[src/rtl/pps_seconds_ctrl_pkg.sv]
// Shared types and constants for the PPS-aligned seconds sequencer.
// Latency: n/a (declarations only).
// Backpressure: n/a.
// Contents: state encoding, counter widths, saturating tick increment helper.
package pps_ctrl_pkg;

  localparam int SEC_W  = 32;
  localparam int TICK_W = 32;

  typedef enum logic [1:0] {
    IDLE  = 2'd0,
    ARMED = 2'd1,
    RUN   = 2'd2
  } state_e;

  // Tick counter never wraps: a dead PPS must not make ticks look in-window again.
  function automatic logic [TICK_W-1:0] sat_inc(input logic [TICK_W-1:0] v);
    return (&v) ? v : v + 1'b1;
  endfunction

endpackage

[src/rtl/pps_seconds_ctrl_if.sv]
// Control/status bundle between software-side logic and the seconds sequencer.
// Latency: n/a (wires only).
// Backpressure: none; all signals are levels or single-cycle strobes.
// Ports: master drives pps_in/arm/load_val and observes seconds/ticks/state/flags;
//        slave is the sequencer side.
interface pps_seconds_ctrl_if;
  import pps_ctrl_pkg::*;

  logic              pps_in;
  logic              arm;
  logic [SEC_W-1:0]  load_val;
  logic [SEC_W-1:0]  seconds;
  logic [TICK_W-1:0] ticks;
  logic [1:0]        state;
  logic              pps_missed;
  logic              pps_early;

  modport master (
    output pps_in, arm, load_val,
    input  seconds, ticks, state, pps_missed, pps_early
  );

  modport slave (
    input  pps_in, arm, load_val,
    output seconds, ticks, state, pps_missed, pps_early
  );

endinterface

[src/rtl/pps_seconds_ctrl_sync.sv]
// 2-FF synchronizer plus rising-edge detect for an asynchronous strobe.
// Latency: evt is high in the 3rd clk cycle after async_in rises (2 sync flops, then edge compare).
// Backpressure: none; evt is a one-cycle pulse per rising edge.
// Ports: clk, rst_n (async active-low), async_in (raw), evt (one-cycle pulse, flop-derived).
module pps_sync (
  input  logic clk,
  input  logic rst_n,
  input  logic async_in,
  output logic evt
);

  logic sync0;
  logic sync1;
  logic sync1_d;

  always_ff @(posedge clk or negedge rst_n) begin
    if (!rst_n) begin
      sync0   <= 1'b0;
      sync1   <= 1'b0;
      sync1_d <= 1'b0;
    end else begin
      sync0   <= async_in;
      sync1   <= sync0;
      sync1_d <= sync1;
    end
  end

  // Only flop outputs feed this gate, so it carries no path from async_in.
  assign evt = sync1 & ~sync1_d;

endmodule

[src/rtl/pps_seconds_ctrl.sv]
// Seconds/tick sequencer aligned to external PPS under software arm control; flags early/missing edges.
// Latency: pps_in rise -> seconds/ticks update in 3 cycles; arm rise -> state ARMED in 2 cycles.
// Backpressure: none; edges are consumed or rejected in the cycle they are seen.
// Ports: user_clk, user_rst_n (async active-low), bus (slave: pps_in, arm, load_val in;
//        seconds, ticks, state, pps_missed, pps_early out, all registered).
// Build option: define PPS_HOLDOVER_EN to free-run seconds on a missing PPS instead of holding.
module pps_seconds_ctrl
  import pps_ctrl_pkg::*;
#(
  parameter int unsigned TICKS_PER_SEC = 200000000,
  parameter int unsigned TOL           = 1024
) (
  input  logic               user_clk,
  input  logic               user_rst_n,
  pps_seconds_ctrl_if.slave  bus
);

  // Earliest tick count at which an edge is accepted as on-time.
  localparam logic [TICK_W-1:0] EARLY_LIM = TICK_W'(TICKS_PER_SEC - TOL);
  // Expiry is decided one cycle ahead so pps_missed rises together with
  // ticks reaching TICKS_PER_SEC+TOL, and a holdover second lasts exactly
  // TICKS_PER_SEC+TOL cycles.
  localparam logic [TICK_W-1:0] EXPIRE_PRE = TICK_W'(TICKS_PER_SEC + TOL - 1);

  logic              pps_evt;
  logic              arm_d;
  logic              arm_evt;
  state_e            state_q;
  logic [SEC_W-1:0]  seconds_q;
  logic [TICK_W-1:0] ticks_q;
  logic              missed_q;
  logic              early_q;

  pps_sync u_pps_sync (
    .clk      (user_clk),
    .rst_n    (user_rst_n),
    .async_in (bus.pps_in),
    .evt      (pps_evt)
  );

  always_ff @(posedge user_clk or negedge user_rst_n) begin
    if (!user_rst_n) begin
      arm_d     <= 1'b0;
      arm_evt   <= 1'b0;
      state_q   <= IDLE;
      seconds_q <= '0;
      ticks_q   <= '0;
      missed_q  <= 1'b0;
      early_q   <= 1'b0;
    end else begin
      arm_d   <= bus.arm;
      arm_evt <= bus.arm & ~arm_d;

      if (arm_evt) begin
        // Re-arm beats any coincident PPS edge; counters hold.
        state_q  <= ARMED;
        missed_q <= 1'b0;
        early_q  <= 1'b0;
      end else begin
        case (state_q)
          IDLE: begin
          end
          ARMED: begin
            if (pps_evt) begin
              seconds_q <= bus.load_val;
              ticks_q   <= '0;
              state_q   <= RUN;
            end
          end
          RUN: begin
            // Past expiry ticks keeps counting upward, so any later edge
            // lands above EARLY_LIM and is accepted unconditionally.
            if (pps_evt && (ticks_q >= EARLY_LIM)) begin
              seconds_q <= seconds_q + 1'b1;
              ticks_q   <= '0;
            end else begin
              if (pps_evt) begin
                early_q <= 1'b1;
              end
              if (ticks_q == EXPIRE_PRE) begin
                missed_q <= 1'b1;
`ifdef PPS_HOLDOVER_EN
                seconds_q <= seconds_q + 1'b1;
                ticks_q   <= '0;
`else
                ticks_q   <= sat_inc(ticks_q);
`endif
              end else begin
                ticks_q <= sat_inc(ticks_q);
              end
            end
          end
          default: state_q <= IDLE;
        endcase
      end
    end
  end

  assign bus.seconds    = seconds_q;
  assign bus.ticks      = ticks_q;
  assign bus.state      = state_q;
  assign bus.pps_missed = missed_q;
  assign bus.pps_early  = early_q;

endmodule

[src/flat_wrapper.sv]
// flat-port wrapper written by rule: the top's interface ports become plain ports
module pps_seconds_ctrl_flat import pps_ctrl_pkg::*;
#(
  parameter int unsigned TICKS_PER_SEC = 200000000,
  parameter int unsigned TOL           = 1024
)
  (user_clk, user_rst_n, bus_pps_in, bus_arm, bus_load_val, bus_seconds, bus_ticks, bus_state, bus_pps_missed, bus_pps_early);
  pps_seconds_ctrl_if bus_i ();
  input  logic user_clk;
  input  logic user_rst_n;
  input wire logic [$bits(bus_i.pps_in)-1:0] bus_pps_in;
  input wire logic [$bits(bus_i.arm)-1:0] bus_arm;
  input wire logic [$bits(bus_i.load_val)-1:0] bus_load_val;
  output wire logic [$bits(bus_i.seconds)-1:0] bus_seconds;
  output wire logic [$bits(bus_i.ticks)-1:0] bus_ticks;
  output wire logic [$bits(bus_i.state)-1:0] bus_state;
  output wire logic [$bits(bus_i.pps_missed)-1:0] bus_pps_missed;
  output wire logic [$bits(bus_i.pps_early)-1:0] bus_pps_early;
  assign bus_i.pps_in = bus_pps_in;
  assign bus_i.arm = bus_arm;
  assign bus_i.load_val = bus_load_val;
  assign bus_seconds = bus_i.seconds;
  assign bus_ticks = bus_i.ticks;
  assign bus_state = bus_i.state;
  assign bus_pps_missed = bus_i.pps_missed;
  assign bus_pps_early = bus_i.pps_early;
  pps_seconds_ctrl #(.TICKS_PER_SEC(TICKS_PER_SEC), .TOL(TOL)) u_core (.user_clk(user_clk), .user_rst_n(user_rst_n), .bus(bus_i));
endmodule
[config.mk]
export PLATFORM = sky130hd
export DESIGN_NAME = pps_seconds_ctrl_flat
export DESIGN_NICKNAME = d
export VERILOG_FILES = /design/src/rtl/pps_seconds_ctrl_pkg.sv /design/src/rtl/pps_seconds_ctrl_if.sv /design/src/rtl/pps_seconds_ctrl_sync.sv /design/src/rtl/pps_seconds_ctrl.sv /design/src/flat_wrapper.sv
export SDC_FILE = /design/constraint.sdc
export NUM_CORES = 1
export LEC_CHECK = 0
export ABC_CLOCK_PERIOD_IN_PS = 4700
export BUFFER_PORTS_ARGS = -buffer_cell sky130_fd_sc_hd__buf_2
export CAP_MARGIN = 20
export CORE_MARGIN = 2
export CORE_UTILIZATION = 27
export CTS_CLUSTER_SIZE = 20
export DETAILED_ROUTE_END_ITERATION = 7
export PLACE_DENSITY = 0.46
export SLEW_MARGIN = 5
export SYNTH_ARGS = -nofsm -noshare
export SYNTH_HDL_FRONTEND = slang
export SYNTH_HIERARCHICAL = 1
export SYNTH_SLANG_ARGS = --single-unit
[constraint.sdc]
create_clock -name user_clk -period 4.7 [get_ports user_clk]
set_input_delay 1.41 -clock user_clk [delete_from_list [all_inputs] [get_ports user_clk]]
set_output_delay 1.41 -clock user_clk [all_outputs]
set_load 0.05 [all_outputs]
==> flow_summary.ini <==
[setup_path]
critPathKind = reg2reg
endpoint_kind = register
r2r.worst_path.cells = 7
crit_arrival_ns = 3.03
startpoint_type = register
worstPathRequired_ns = 4.89
cp_max_fo = 29

[hold_path]
hold_depth = 0
min_path_type = reg2reg

[layout]
nFillCells = 1628
fin_nets = 621
drive_above_1_share_pct = 23.8
multi_input_area_um2 = 2250
register_area_um2 = 1830
areaGrowthSynthToFinish_pct = 23.9
diodes = 0

[global_route]
antenna_found_initial = 0
grt_usage_pct = 16.7
grt_pass1_vias = 4223
grt_overflow = 0
grt_max_degree = 87
grt_pass1_wl_mm = 22.1

[cts]
ctsHoldBuffers = 0
htreeDepth = 3
cts_tree = done
clk_pin_slew_ns = 0.06
cts_setup_buffers = 0
clock_sinks = 73
clk_path_buf_depth = 2
clk-insertion-delay-late_ns = 0.34
post_cts_resized = 0
cts_inserted_buffers = 9
root_buffer = clkbuf_16

[floorplanning]
die_h_um = 130
placement_rows = 45
die_area_um2 = 16800
ios = 104
core_um2 = 15300
initial_utilization_pct = 27.8
die_width_um = 130

[placed_design]
hpwl_mm = 9.35
place.gp.congestion = 0.792
portBuffers = 103
place_ws_ns = 1.65

[job]
drv_cap = 0

[logic_synthesis]
syn_inst = 490
syn_nets = 532
yosysSeqAreaShare_pct = 42.9
yosys.area.top_type = dfrtp_1
synthTopCellsByArea = dfrtp_1, nand3_1, a21oi_1, a2bb2oi_1, nand2_1
async_flop_share_pct = 100
syn-cell-area_um2 = 4260
yosysWarnings = 6
synth_edf_count = 0
synthFlopType = dfrtp_1
ys_seq_elements = 73
ys_types = 51
yosysMostFrequentCell = dfrtp_1
synth_top_area_share_pct = 42.9
synth.top_cells.by_count = dfrtp_1, nand3_1, a21oi_1
synth_area_per_cell_um2 = 8.70

[drt]
wirelength_mm = 13.7
firstDrtPassIters = 4
drc_errors = 0
wl_per_cell_um = 17.2
vias = 4202
dr.first_iter.drc_count = 256
via_per_inst = 5.29
final_antenna_net_count = 0

[timing]
maxSlewViolCount = 0
worst_pin_slew_ns = 1.02
setup_violations = 0
setup_ws_ns = 1.86
slew_headroom_pct = 31.9
fin_crit_ns = 2.84
max_freq_mhz = 353
fin_tns_setup_ns = 0
finalHoldViolCount = 0
period_share_pct = 60.3
rsz0062_at_grt = false
whs_ns = 0.348
skew_ns = 0.0118

[pwr]
power.static_leakage_nw = 2.17
peakVddDrop_mv = 0.231
p_per_area_nw_per_um2 = 658

[outcome]
status = finished clean
[cell usage in the layout (no fill, tap or decap), types with 9 or more instances in the layout]
master / Yosys / final
o21ai_0: 24 / 24
nand3_1: 60 / 60
nand4_1: 24 / 24
inv_1: 16 / 16
nor2_1: 12 / 12
a21oi_1: 47 / 47
nand2_1: 46 / 46
a2bb2oi_1: 20 / 20
and3_1: 10 / 10
o22ai_1: 19 / 19
nor3_1: 9 / 9
clkbuf_16: 0 / 9
o31ai_1: 16 / 16
dfrtp_1: 73 / 73
buf_2: 3 / 102
[area by class of cell]
type / count / area share, %
repair buffers: 109 / 11.4
clock buffers: 13 / 4.93
clock inverters: 3 / 0.284
well taps: 211 / 5.00
multi-input cells: 370 / 42.6
inverters: 16 / 1.14
flip-flops and latches: 73 / 34.6
[path summary, 6_finish.rpt]
path | to | start | slack, ns
max | u_core/bus.seconds[19] | u_core/bus.ticks[28] | 1.86
min | u_core/u_pps_sync/sync1 | u_core/u_pps_sync/sync0 | 0.35
max reg2reg | u_core/bus.seconds[19] | u_core/bus.ticks[28] | 1.86
min reg2reg | u_core/u_pps_sync/sync1 | u_core/u_pps_sync/sync0 | 0.35
max in group asynchronous | u_core/bus.ticks[17] | user_rst_n | 3.12
min in group asynchronous | u_core/bus.seconds[20] | user_rst_n | 0.98
[registers in the layout, indices dropped and copies added (netlist names)]
register                   flops
u_core/bus.pps_early           1
u_core/bus.state               2
u_core/u_pps_sync/sync0        1
u_core/bus.ticks              32
u_core/u_pps_sync/sync1        1
u_core/u_pps_sync/sync1_d      1
u_core/arm_d                   1
u_core/bus.seconds            32
u_core/arm_evt                 1
u_core/bus.pps_missed          1
[metal layers]
layer  share of wire (%)  global-route usage, %
met5                   0                      0
met4                 2.1                   6.26
met3                 5.5                   3.76
met2                  45                   25.9
met1                  47                   22.6
[report_power, final]
group / internal, W / total [W] / switching, W
sequential: 0.000791 / 0.000992 / 0.000202
clock: 0.000384 / 0.000655 / 0.000271
combinational: 0.000533 / 0.00183 / 0.00129
[critical path, cell delays in order, from the launching register on]
cell and delay (ns):
dfrtp_1 0.42, nor4_1 0.44, nand3_1 0.20, a22o_1 0.31, o21ai_4 0.67, buf_4 0.41
a21oi_1 0.07, a2bb2oi_1 0.17
[per-stage QoR]
step	area (um^2)	power (W)	instances	utilization (%)
global route	5280	0.00370	795	34.5
CTS	5220	0.00346	793	34.1
finish	5280	0.00348	795	34.5
detailed placement	4950	0.00279	777	32.3
global placement	4950	0.00276	777	32.3
floorplan	4260	0.00235	490	-
[cell families after synthesis]
logic type,after synthesis,share of synthesized area [%]
adder cells (fa/ha/maj),6,1.76
AO/OA/AOI/OAI,154,23.2
multiplexers,4,0.940
flip-flops,73,42.9
AND/OR/NAND/NOR,206,26.4
buffers and inverters,47,4.84
Power figures use the tool's default switching activity.
